==> src/rtl/ipml_reg_fifo_pkg.sv <==
// Shared helpers for the register FIFO: width calculation and parameter legality checks.
// Used by ipml_reg_fifo_v2_0_sync_fifo_256x32b (optional bypass: IPML_REG_FIFO_BYPASS_EN).
package ipml_reg_fifo_pkg;

  // Ceiling log2 for elaboration-time width calculation.
  function automatic int clog2(input int value);
    int result;
    result = 32'sd0;
    for (int i = 0; i < 31; i++) begin
      if ((32'sd1 << i) < value) begin
        result = i + 32'sd1;
      end
    end
    return result;
  endfunction

  // Pointer width (AW) for a given depth.
  function automatic int addr_width(input int depth);
    return clog2(depth);
  endfunction

  // Level width (LW = AW + 1), wide enough to hold the value DEPTH itself.
  function automatic int level_width(input int depth);
    return clog2(depth) + 32'sd1;
  endfunction

  function automatic bit depth_legal(input int depth);
    return (depth >= 32'sd2) && ((depth & (depth - 32'sd1)) == 32'sd0);
  endfunction

  function automatic bit af_level_legal(input int af_level, input int depth);
    return (af_level >= 32'sd1) && (af_level <= depth);
  endfunction

endpackage

==> src/rtl/ipml_reg_fifo_v2_0_ptr_ctrl.sv <==
// Read/write pointers and occupancy register of the register FIFO.
// Flush clears pointers and level and takes priority over any handshake in the same cycle.
module ipml_reg_fifo_v2_0_ptr_ctrl
  import ipml_reg_fifo_pkg::*;
#(
  parameter int DEPTH = 4
) (
  input  logic                          clk,
  input  logic                          rst_n,
  input  logic                          flush,
  input  logic                          write,
  input  logic                          read,
  output logic [addr_width(DEPTH)-1:0]  wptr,
  output logic [addr_width(DEPTH)-1:0]  rptr,
  output logic [level_width(DEPTH)-1:0] level
);

  localparam int AW = addr_width(DEPTH);
  localparam int LW = level_width(DEPTH);

  localparam logic [AW-1:0] PTR_ONE = AW'(1'b1);
  localparam logic [LW-1:0] LVL_ONE = LW'(1'b1);

  logic [AW-1:0] wptr_r;
  logic [AW-1:0] rptr_r;
  logic [LW-1:0] level_r;

  // Pointer and level update; DEPTH is a power of two so pointers wrap by overflow.
  always_ff @(posedge clk or negedge rst_n) begin
    if (!rst_n) begin
      wptr_r  <= '0;
      rptr_r  <= '0;
      level_r <= '0;
    end else if (flush) begin
      wptr_r  <= '0;
      rptr_r  <= '0;
      level_r <= '0;
    end else begin
      case ({write, read})
        2'b10: begin
          wptr_r  <= wptr_r + PTR_ONE;
          level_r <= level_r + LVL_ONE;
        end
        2'b01: begin
          rptr_r  <= rptr_r + PTR_ONE;
          level_r <= level_r - LVL_ONE;
        end
        2'b11: begin
          wptr_r <= wptr_r + PTR_ONE;
          rptr_r <= rptr_r + PTR_ONE;
        end
        default: begin
          wptr_r  <= wptr_r;
          rptr_r  <= rptr_r;
          level_r <= level_r;
        end
      endcase
    end
  end

  assign wptr  = wptr_r;
  assign rptr  = rptr_r;
  assign level = level_r;

endmodule

==> src/rtl/ipml_reg_fifo_v2_0_sync_fifo_256x32b.sv <==
// Flop-based synchronous FIFO with valid/ready on both sides, occupancy and almost-full.
// Define IPML_REG_FIFO_BYPASS_EN for zero-latency pass-through while the FIFO is empty.
module ipml_reg_fifo_v2_0_sync_fifo_256x32b
  import ipml_reg_fifo_pkg::*;
#(
  parameter int W        = 8,
  parameter int DEPTH    = 4,
  parameter int AF_LEVEL = DEPTH - 1
) (
  input  logic                          clk,
  input  logic                          rst_n,
  input  logic                          flush,
  input  logic                          data_in_valid,
  input  logic [W-1:0]                  data_in,
  output logic                          data_in_ready,
  input  logic                          data_out_ready,
  output logic [W-1:0]                  data_out,
  output logic                          data_out_valid,
  output logic [level_width(DEPTH)-1:0] level,
  output logic                          almost_full
);

  localparam int AW = addr_width(DEPTH);
  localparam int LW = level_width(DEPTH);

  if (!depth_legal(DEPTH)) begin : g_bad_depth
    $error("ipml_reg_fifo: DEPTH must be a power of two and at least 2");
  end
  if (!af_level_legal(AF_LEVEL, DEPTH)) begin : g_bad_af_level
    $error("ipml_reg_fifo: AF_LEVEL must lie in 1..DEPTH");
  end

  logic [W-1:0]  mem_r [DEPTH];
  logic [AW-1:0] wptr_s;
  logic [AW-1:0] rptr_s;
  logic [LW-1:0] level_s;
  logic          stored_valid_s;
  logic          pass_s;
  logic          write_s;
  logic          read_s;

  ipml_reg_fifo_v2_0_ptr_ctrl #(
    .DEPTH(DEPTH)
  ) u_ptr_ctrl (
    .clk   (clk),
    .rst_n (rst_n),
    .flush (flush),
    .write (write_s),
    .read  (read_s),
    .wptr  (wptr_s),
    .rptr  (rptr_s),
    .level (level_s)
  );

  // Handshakes and output mux; ready depends only on the level register.
  always_comb begin
    data_in_ready  = (level_s != LW'(DEPTH));
    stored_valid_s = (level_s != LW'(1'b0));
    data_out_valid = stored_valid_s;
    data_out       = mem_r[rptr_s];
    pass_s         = 1'b0;
`ifdef IPML_REG_FIFO_BYPASS_EN
    if ((level_s == LW'(1'b0)) && !flush) begin
      data_out_valid = data_in_valid;
      data_out       = data_in;
      pass_s         = data_in_valid & data_out_ready;
    end else begin
      pass_s         = 1'b0;
    end
`endif
    write_s = data_in_valid & data_in_ready & ~flush & ~pass_s;
    read_s  = stored_valid_s & data_out_ready & ~flush;
  end

  // Storage array; entries are only overwritten, never cleared on read or flush.
  always_ff @(posedge clk or negedge rst_n) begin
    if (!rst_n) begin
      for (int i = 0; i < DEPTH; i++) begin
        mem_r[i] <= '0;
      end
    end else if (write_s) begin
      mem_r[wptr_s] <= data_in;
    end
  end

  assign level       = level_s;
  assign almost_full = (level_s >= LW'(AF_LEVEL));

endmodule

==> config.mk <==
export PLATFORM = sky130hd
export DESIGN_NAME = ipml_reg_fifo_v2_0_sync_fifo_256x32b
export DESIGN_NICKNAME = d
export VERILOG_FILES = /design/src/rtl/ipml_reg_fifo_pkg.sv /design/src/rtl/ipml_reg_fifo_v2_0_ptr_ctrl.sv /design/src/rtl/ipml_reg_fifo_v2_0_sync_fifo_256x32b.sv
export SDC_FILE = /design/constraint.sdc
export NUM_CORES = 1
export LEC_CHECK = 0
export BUFFER_PORTS_ARGS = -buffer_cell sky130_fd_sc_hd__buf_4
export CORE_UTILIZATION = 37
export CTS_BUF_LIST = sky130_fd_sc_hd__clkbuf_8
export CTS_CLUSTER_SIZE = 30
export DETAILED_ROUTE_END_ITERATION = 10
export GPL_TIMING_DRIVEN = 0
export PLACE_DENSITY = 0.59
export SLEW_MARGIN = 20
export SYNTH_ARGS = -nofsm -noshare
export SYNTH_HDL_FRONTEND = slang
export SYNTH_SLANG_ARGS = --single-unit
==> constraint.sdc <==
create_clock -name clk -period 4.62 [get_ports clk]
set_input_delay 0.231 -clock clk [delete_from_list [all_inputs] [get_ports clk]]
set_output_delay 0.231 -clock clk [all_outputs]
set_load 0.02 [all_outputs]
# Word level (Yosys, flattened, before mapping)
# Cells that the tools add are included.
# classes
n_bitwise	7
n_lt_le_gt_ge	4
n_addsub	4
eq_ne	4
reduce_logical	7
mux	12
# ops
cell	n
bitwise mux 32 bit	1
two-way mux 8 bit	3
binary-select mux 8 bit (select 2 bit)	1
demux 8 bit (select 2 bit)	1
two-way mux 2 bit	4
>= comparator 3 bit (second input constant)	2
inverter 2 -> 3 bit	2
case mux 3 bit (2 select lines)	1
nonzero test 3 bit	2
adder 2 x 1 -> 2 bit (second input constant)	2
bitwise AND 1 bit	4
equality test 2 bit (second input constant)	2
nonzero test 2 bit	2
OR reduction 2 bit	2
adder 3 x 1 -> 3 bit (second input constant)	1
>= comparator 3 x 2 -> 1 bit (second input constant)	1
less-than comparator 3 x 1 -> 1 bit (second input constant)	1
two-way mux 3 bit	1
!= test 3 bit (second input constant)	1
subtractor 3 x 1 -> 3 bit (second input constant)	1
equality test 2 x 1 -> 1 bit (second input constant)	1
logical AND 1 bit	1
inverter 1 bit	1
# totals
word_cells	45
inputBits	13
out_inout_bits	14
ff_bits	39

# Logic depth before layout (Yosys ltp)
# Gate-level depths: netlist of run 1.
# logic_depth
depth_word	7
mapped_depth	9
mapped_depth_nobuf	8

# Cells and area by module
# Synthesis of run 1 repeated with hierarchy kept, for this count alone.
# unflattened
hier_cells	117
area_unflattened_um2	1846.8
# by_module_without_submodules
mod	cells_each	seq_area_each_um2	area_per_inst_um2	n_inst
ipml_reg_fifo_v2_0_sync_fifo_256x32b	88	800.8	1508.9	1
ipml_reg_fifo_v2_0_ptr_ctrl	29	175.2	337.8	1

# Worst setup path after synthesis of run 1
# OpenSTA, ideal clock, no wires.
# synth_path
path_type	reg-to-reg
startpoint	register u_ptr_ctrl.level_r[0], in the netlist u_ptr_ctrl.level[0]
endpoint	register u_ptr_ctrl.level_r[2], in the netlist u_ptr_ctrl.level[2]
synth_period_minus_slack_ns	2.405
setup_time_ns	0.082
path_slack_ns	2.215
t_required_ns	4.538
stages_incl_launch_ff	9
n_path_buf	1
t_arrival_ns	2.323
cell_sequence	dfrtp_1 > buf_2 > or3_2 > nand2_1 > nor3b_1 > fa_1 > nor4b_1 > o21bai_1 > a31oi_1
# synth_via
elab_chain_cells	6
word_cells_on_any_way	13
classes_between	add/sub (2); eq/ne (3); mux (2); bitwise (4); reduce/logical (2)
# synth_rtl
element	line	rtl
start: declaration	ipml_reg_fifo_v2_0_ptr_ctrl.sv:26	logic [LW-1:0] level_r;
start signal: assignment	ipml_reg_fifo_v2_0_ptr_ctrl.sv:42	level_r <= level_r + LVL_ONE;
start signal: assignment	ipml_reg_fifo_v2_0_ptr_ctrl.sv:46	level_r <= level_r - LVL_ONE;
start signal: assignment	ipml_reg_fifo_v2_0_ptr_ctrl.sv:55	level_r <= level_r;
nonzero test 3 bit *	ipml_reg_fifo_v2_0_sync_fifo_256x32b.sv:58	stored_valid_s = (level_s != LW'(1'b0));
named net data_out_valid	ipml_reg_fifo_v2_0_sync_fifo_256x32b.sv:18	output logic data_out_valid,
bitwise AND 1 bit * (2 in series)	ipml_reg_fifo_v2_0_sync_fifo_256x32b.sv:72	read_s = stored_valid_s & data_out_ready & ~flush;
equality test 2 x 1 -> 1 bit / equality test 2 bit (equally long branches)	ipml_reg_fifo_v2_0_ptr_ctrl.sv:39	case ({write, read})
case mux 3 bit (2 select lines)	ipml_reg_fifo_v2_0_ptr_ctrl.sv:39	
two-way mux 3 bit	ipml_reg_fifo_v2_0_ptr_ctrl.sv:34	end else if (flush) begin
# The timed path passes the listed nets; every way through them passes the cells marked *.
# A chain may end at the register's enable or synchronous reset.

# Worst setup path in the final report of run 1
# layout_path
startpoint	register u_ptr_ctrl.level_r[0], in the netlist u_ptr_ctrl.level[0]
endpoint	register u_ptr_ctrl.level_r[2], in the netlist u_ptr_ctrl.level[2]
# layout_via
elab_chain_cells	6
word_cells_on_any_way	13
classes_between	add/sub (2); eq/ne (3); mux (2); bitwise (4); reduce/logical (2)
# layout_rtl
element	line
!= test 3 bit / nonzero test 3 bit (equally long branches)	ipml_reg_fifo_v2_0_sync_fifo_256x32b.sv:57, ipml_reg_fifo_v2_0_sync_fifo_256x32b.sv:58
bitwise AND 1 bit, on equally long branches (2 in series)	ipml_reg_fifo_v2_0_sync_fifo_256x32b.sv:71, ipml_reg_fifo_v2_0_sync_fifo_256x32b.sv:72
equality test 2 x 1 -> 1 bit / equality test 2 bit (equally long branches)	ipml_reg_fifo_v2_0_ptr_ctrl.sv:39
case mux 3 bit (2 select lines)	ipml_reg_fifo_v2_0_ptr_ctrl.sv:39
two-way mux 3 bit	ipml_reg_fifo_v2_0_ptr_ctrl.sv:34
# Parallel ways exist; a longest one is shown, timed or not.

==> results of run 1 <==
==> Yosys cell counts (all sizes together) (2+ instances only) <==
cell type | n | area (µm²)
a21o | 2 | 16.27
a21oi | 3 | 15.01
buf | 6 | 32.53
dfrtp | 39 | 975.9
ha | 4 | 50.05
inv | 2 | 7.510
mux2 | 32 | 480.5
mux4 | 8 | 180.2
nand2 | 10 | 102.6
nand3 | 5 | 25.02
nor2 | 6 | 22.52
o21ai | 2 | 10.01
or3 | 2 | 13.77
xnor2 | 2 | 17.52
xor2 | 2 | 17.52
==> logic make-up (layout without fill, tap and decap cells) <==
group	after synthesis	after routing
AO/OA/AOI/OAI	12	12
adder cells (fa/ha/maj)	5	5
multiplexers	40	40
AND/OR/NAND/NOR	30	30
buffers and inverters	9	43
XOR/XNOR	4	4
flip-flops	39	39
==> power groups by stage <==
stage                     clock [mW]  combinational (mW)  sequential, mW
after floorplan                    0               0.295           0.489
after global placement             0               0.382           0.497
after detailed placement           0               0.391           0.507
after CTS                      0.232               0.394           0.501
after global routing           0.248               0.417           0.514
final                          0.224               0.389           0.502
==> routing by layer <==
layer	routed length, µm	vias to the layer above	part of all wire
li1	-	568	-
met1	1750	615	0.44
met2	1937	28	0.49
met3	194	8	0.049
met4	57	0	0.014
met5	0	-	0
==> state kept, by name, indices dropped and copies added, names as in the netlist <==
signal / cells
u_ptr_ctrl.wptr: 2
u_ptr_ctrl.level: 3
u_ptr_ctrl.rptr: 2
mem_r: 32
==> metrics by stage <==
step | utilization | std cells | instance area (µm²) | setup slack [ns]
floorplan | - | 139 | 2090 | 2.215
global placement | 0.4487 | 234 | 2365 | 2.278
detailed placement | 0.4487 | 234 | 2365 | 2.232
CTS | 0.4668 | 243 | 2460 | 2.217
global route | 0.4668 | 243 | 2460 | 2.065
finish | 0.4668 | 243 | 2460 | 2.224
==> how the worst max path moves through the flow <==
stage                             start                  end  cells past startpoint
floorplan           u_ptr_ctrl.level[0]  u_ptr_ctrl.level[2]                      8
CTS                 u_ptr_ctrl.level[0]  u_ptr_ctrl.level[2]                      8
detailed placement  u_ptr_ctrl.level[0]  u_ptr_ctrl.level[2]                      8
global route        u_ptr_ctrl.level[0]  u_ptr_ctrl.level[2]                      8
global placement    u_ptr_ctrl.level[0]  u_ptr_ctrl.level[2]                      8
finish              u_ptr_ctrl.level[0]  u_ptr_ctrl.level[2]                      8
==> cells in the final DEF, fill, tap and decap left out, drive strengths merged, types with 2 or more instances in the layout <==
cell,count
a21o,2
xnor2,2
mux4,8
ha,4
inv,3
nor2,6
xor2,2
mux2,32
o21ai,2
nand3,5
buf,31
dfrtp,39
or3,2
a21oi,3
nand2,10
clkbuf,6
==> layout make-up <==
| type | count | area share |
|---|---|---|
| Multi-Input combinational cell | 91 | 0.4349 |
| Sequential cell | 39 | 0.3967 |
| Timing Repair Buffer | 26 | 0.08037 |
| Tap cell | 70 | 0.03561 |
| Clock buffer | 5 | 0.02798 |
| Buffer | 7 | 0.01475 |
| Clock inverter | 3 | 0.006612 |
| Inverter | 2 | 0.003052 |
==> results.toml, run 1 <==
[clock_network]
numClockSinks = 39
cts_hold_repair.buffers = 1
post_cts_resize_count = 0
cts-htree-levels = 2
cts_buffers = 5
postCtsSetupRepairBufs = 0
cts-root-to-sink-buffers = 2
clk_pin_slew_ns = 0.08
cts_tree = "done"
clk_latency_ns = 0.29
clockRootBuffer = "clkbuf_8"

[finish]
layout.filler_cells = 478
area_of_the_multi_input_gates_um2 = 1070
seq_area_um2 = 975.9
final_nets = 190
area_growth_syn_to_fin_pct = 17.72
ant_cells = 0
layout-drive-gt1-share = 0.4855

[setup_path]
worst_setup_path_start_kind = "flop"
timing.critical_path.slowest_stage_cell = "or3_2"
crit_required_ns = 4.83
timing.rr.end = "u_ptr_ctrl.level[2]"
critical_path_sink_type = "flop"
timing.critical_path.buf_inv = 1
r2r.worst_path.cells = 8
worst_ep_arrival_time_ns = 2.61
crit_type = "flop to flop"
path_cells = "buf_2, or3_2, nand2_1, nor3b_1, fa_1, nor4b_1, o21bai_1, a31oi_1"
worst-path-max-fanout = 10
cpPeakStageDelay_ns = 0.50
setup.reg_to_reg.worst_slack_ns = 2.22
regToRegStartpoint = "u_ptr_ctrl.level[0]"
path_delay_family = "simple AND/OR/NAND/NOR gates"

[global_route]
grt_max_degree = 40
grt_overflow = 0
grtUsageTotal = 0.1483
grt_first_pass_wirelength_mm = 6.699
busiest_grt_layer = "met2"
globalRouteMet1Util = 0.1872
vias_in_the_first_global_route = 1291
grt_use_met2 = 0.2425
grt_antenna_before_repair = 0
grt_util_met3 = 0.03810

[pwr]
switching_power_mw = 0.3280
share_comb_of_total_power = 0.349
leak_pwr_nw = 1.180
p_int_mw = 0.7862
p_total_mw = 1.114
power_per_cell_area_nw_per_um2 = 453.0
power_frac_seq = 0.450
peakVddDrop_uv = 157.5
power_switching_share = 0.2944
clock_power_share = 0.201

[synth]
synth_top_family_by_area = "multiplexers"
mean_instance_size_in_the_synthesized_netlist_um2 = 15.03
share_of_synthesized_area_spent_on_multiplexers = 0.3162
synthDistinctLibCells = 34
synth.cell_area_um2 = 2090
synth-edff-count = 0
synth-async-reset-ratio = 1.000
synth_compound_area_frac = 0.03952
netlist_instances = 139
yosys_most_used_dff = "dfrtp_1"
synth_sequential_area_ratio = 0.4671
yosys.area_share.simple = 0.1060
postSynthRegisterBits = 39
synth-adder-area-share = 0.03353
yosysWarningCount = 0
synth_xor_xnor_area_share = 0.01677
postSynthNetCount = 157

[floorplan]
core-area_um2 = 5270
floorplan.initialDensity = 0.3965
dieWidth_um = 77.15
pin_count = 27
die_h_um = 77.15
floorplan.rows = 26
die_area_um2 = 5952

[placement]
placer_s_final_routability_congestion_estimate = 0.7634
numPortBuffers = 25
dpl.hpwl_mm = 2.679

[route]
drc_violation_total_after_the_first_tritonroute_iteration = 100
dr_total_vias = 1219
drt-total-wl_mm = 3.939
via_per_inst = 5.016
drc_errors = 0
drt_pass_1_iters = 4
wl_per_cell_um = 16.21
route.antenna.remaining_nets = 0

[sta]
finalMaxSlewViolations = 0
setup_tns_ns = 0
final-setup-viol-count = 0
worst_slack_on_hold_paths_ns = 0.1937
slew_headroom = 0.5895
period_needed_ns = 2.396
max_clock_freq_ghz = 0.4174
grt_setup_unrepaired = "no"
period_share = 0.5186
timing.clock.skew_ns = 0.007549
worst-slew-pin-transition_ns = 0.6157
finalHoldViolCount = 0

[run_status]
outcome = "finished, final reports clean"

[flow_run]
maxCapViolCount = 0

[worst_hold_path]
hp-class = "primary input to flop"
whs_path_cells = 2
worst_hold_startpoint = "data_in[0]"
min_delay_worst_endpoint = "mem_r[16]"
No activity file was read; power rests on OpenSTA's default activity.
==> inputs of run 2 (changes only) <==
==> constraint.sdc (replaced) <==
create_clock -name clk -period 2.25 [get_ports clk]
set_input_delay 0.1125 -clock clk [delete_from_list [all_inputs] [get_ports clk]]
set_output_delay 0.1125 -clock clk [all_outputs]
set_load 0.02 [all_outputs]
==> results.toml, run 2 (synthesis gave the netlist of run 1 again) <==
[run_status]
outcome = "finished, final reports clean"

[floorplan]
die_h_um = 77.15
dieWidth_um = 77.15
floorplan.initialDensity = 0.3965
die_area_um2 = 5952
floorplan.rows = 26
core-area_um2 = 5270
pin_count = 27

[sta]
max_clock_freq_ghz = 0.4671
grt_setup_unrepaired = "no"
slew_headroom = 0.5815
timing.clock.skew_ns = 0.003182
period_share = 0.9514
final.setup.worst_slack_ns = 0.1093
worst-slew-pin-transition_ns = 0.6278
finalHoldViolCount = 0
finalMaxSlewViolations = 0
final-setup-viol-count = 0
period_needed_ns = 2.141

[global_route]
grtUsageTotal = 0.1543
grt_antenna_before_repair = 0
grt_first_pass_wirelength_mm = 6.879
grt_max_degree = 40
vias_in_the_first_global_route = 1311
grt_overflow = 0

[placement]
dpl.hpwl_mm = 2.826
place_inst = 234
placer_s_final_routability_congestion_estimate = 0.7268
dp_worst_setup_slack_ns = -0.05943
numPortBuffers = 25

[route]
wl_met2_mm = 2.073
route.antenna.remaining_nets = 0
wire_length_on_met1_mm = 1.792
wl_per_cell_um = 16.66
drt_pass_1_iters = 4
top_signal_layer_used = "met4"
drc_errors = 0
met3WireLength_um = 165
drt-total-wl_mm = 4.082
via_per_inst = 5.065
drc_violation_total_after_the_first_tritonroute_iteration = 59
dr_total_vias = 1241

[clock_network]
clk_latency_ns = 0.28
clockRootBuffer = "clkbuf_8"
clk_pin_slew_ns = 0.07
cts_buffers = 5
cts-htree-levels = 2
cts_tree = "done"
numClockSinks = 39
cts-root-to-sink-buffers = 2

[finish]
layout-drive-gt1-share = 0.5143
largest_register_ffs = 32
most-common-layout-cells = "dfrtp_1, mux2_4, buf_4"
post-route-util = 0.4753
layoutNonFillerInstCount = 245
final_nets = 192
ant_cells = 0
area_of_the_multi_input_gates_um2 = 1099
register_containing_the_most_flip_flops_in_the_final_layout = "mem_r"
area_growth_syn_to_fin_pct = 19.88
seq_area_um2 = 978.4
leading_cell_type_in_the_layout_fill_and_taps_excluded = "dfrtp_1"
layout.filler_cells = 491

[setup_path]
setup.reg_to_reg.worst_slack_ns = 0.11
path_delay_family = "simple AND/OR/NAND/NOR gates"
worst_setup_path_start_kind = "flop"
timing.critical_path.slowest_stage_cell = "fa_2"
path_cells = "or3_4, nand2_4, nor3b_1, fa_2, o311a_2, a21oi_1, nor3_1"
critical_path_sink_type = "flop"
crit_required_ns = 2.44
timing.critical_path.buf_inv = 0
regToRegStartpoint = "u_ptr_ctrl.level[0]"
worst_ep_arrival_time_ns = 2.34
crit_type = "flop to flop"
r2r.worst_path.cells = 7
timing.rr.end = "u_ptr_ctrl.level[1]"
cpPeakStageDelay_ns = 0.60
worst-path-max-fanout = 11

[pwr]
power_per_cell_area_nw_per_um2 = 919.0
clock_power_share = 0.192
p_total_mw = 2.302
peakVddDrop_uv = 305.2
p_int_mw = 1.628
leak_pwr_nw = 1.203
share_comb_of_total_power = 0.358
switching_power_mw = 0.6736
power_frac_seq = 0.449
power_switching_share = 0.2927

[worst_hold_path]
worst_hold_startpoint = "data_in[7]"
hp-class = "primary input to flop"
whs_path_cells = 2
min_delay_worst_endpoint = "mem_r[7]"

[flow_run]
maxCapViolCount = 0
## run 2: cell count changes in the layout (fill, tap and decap cells not counted), sizes merged
| cell | change |
|---|---|
| buf | +2 |
| clkinvlp | -1 |
| inv | +1 |
## run 2: cell type report
cell class | instances | area share
multi-input combinational | 91 | 0.4386
sequential | 39 | 0.3906
timing repair buffer | 29 | 0.08791
tap | 70 | 0.03497
clock buffer | 5 | 0.02747
buffer | 6 | 0.01249
clock inverter | 3 | 0.004995
inverter | 2 | 0.002997
## run 2: metal layers
metal,global-route usage,up-vias
li1,-,573
met1,0.1921,630
met2,0.2593,32
met3,0.04286,6
met4,0.04528,0
met5,0,-
## run 2: power groups by stage
stage / clock network, mW / registers (mW) / logic, mW
4_1_cts: 0.455 / 1.03 / 0.829
6_report: 0.443 / 1.03 / 0.824
3_3_place_gp: 0 / 1.02 / 0.786
3_5_place_dp: 0 / 1.05 / 0.813
5_1_grt: 0.493 / 1.06 / 0.886
2_1_floorplan: 0 / 1.01 / 0.609
## run 2: how the worst max path moves through the flow
| stage | depth (start not counted) | start | slack (ns) | endpoint |
|---|---|---|---|---|
| after floorplan | 8 | u_ptr_ctrl.level[0] | 0.02 | u_ptr_ctrl.level[2] |
| after global placement | 8 | u_ptr_ctrl.level[0] | 0.02 | u_ptr_ctrl.level[2] |
| after detailed placement | 8 | u_ptr_ctrl.level[0] | -0.06 | u_ptr_ctrl.level[2] |
| after CTS | 7 | u_ptr_ctrl.level[1] | 0.03 | u_ptr_ctrl.level[1] |
| after global routing | 7 | u_ptr_ctrl.level[0] | 0.0003 | u_ptr_ctrl.level[1] |
| final | 7 | u_ptr_ctrl.level[0] | 0.11 | u_ptr_ctrl.level[1] |
## run 2: repair_timing
action,CTS,global route
gates resized for setup,3,4
setup buffers,1,2
hold endpoints to repair,39,0
pin swaps,0,4
gates cloned,0,0
setup endpoints to repair,2,2
hold buffers,1,0
## run 2: through the flow
stage	hold slack [ns]	setup TNS [ns]	area (µm²)
global placement	0.1073	0	2370
floorplan	-0.1831	0	2095
CTS	0.08000	0	2480
finish	0.08654	0	2505
global route	0.07000	0	2505
detailed placement	0.1133	-0.07050	2370
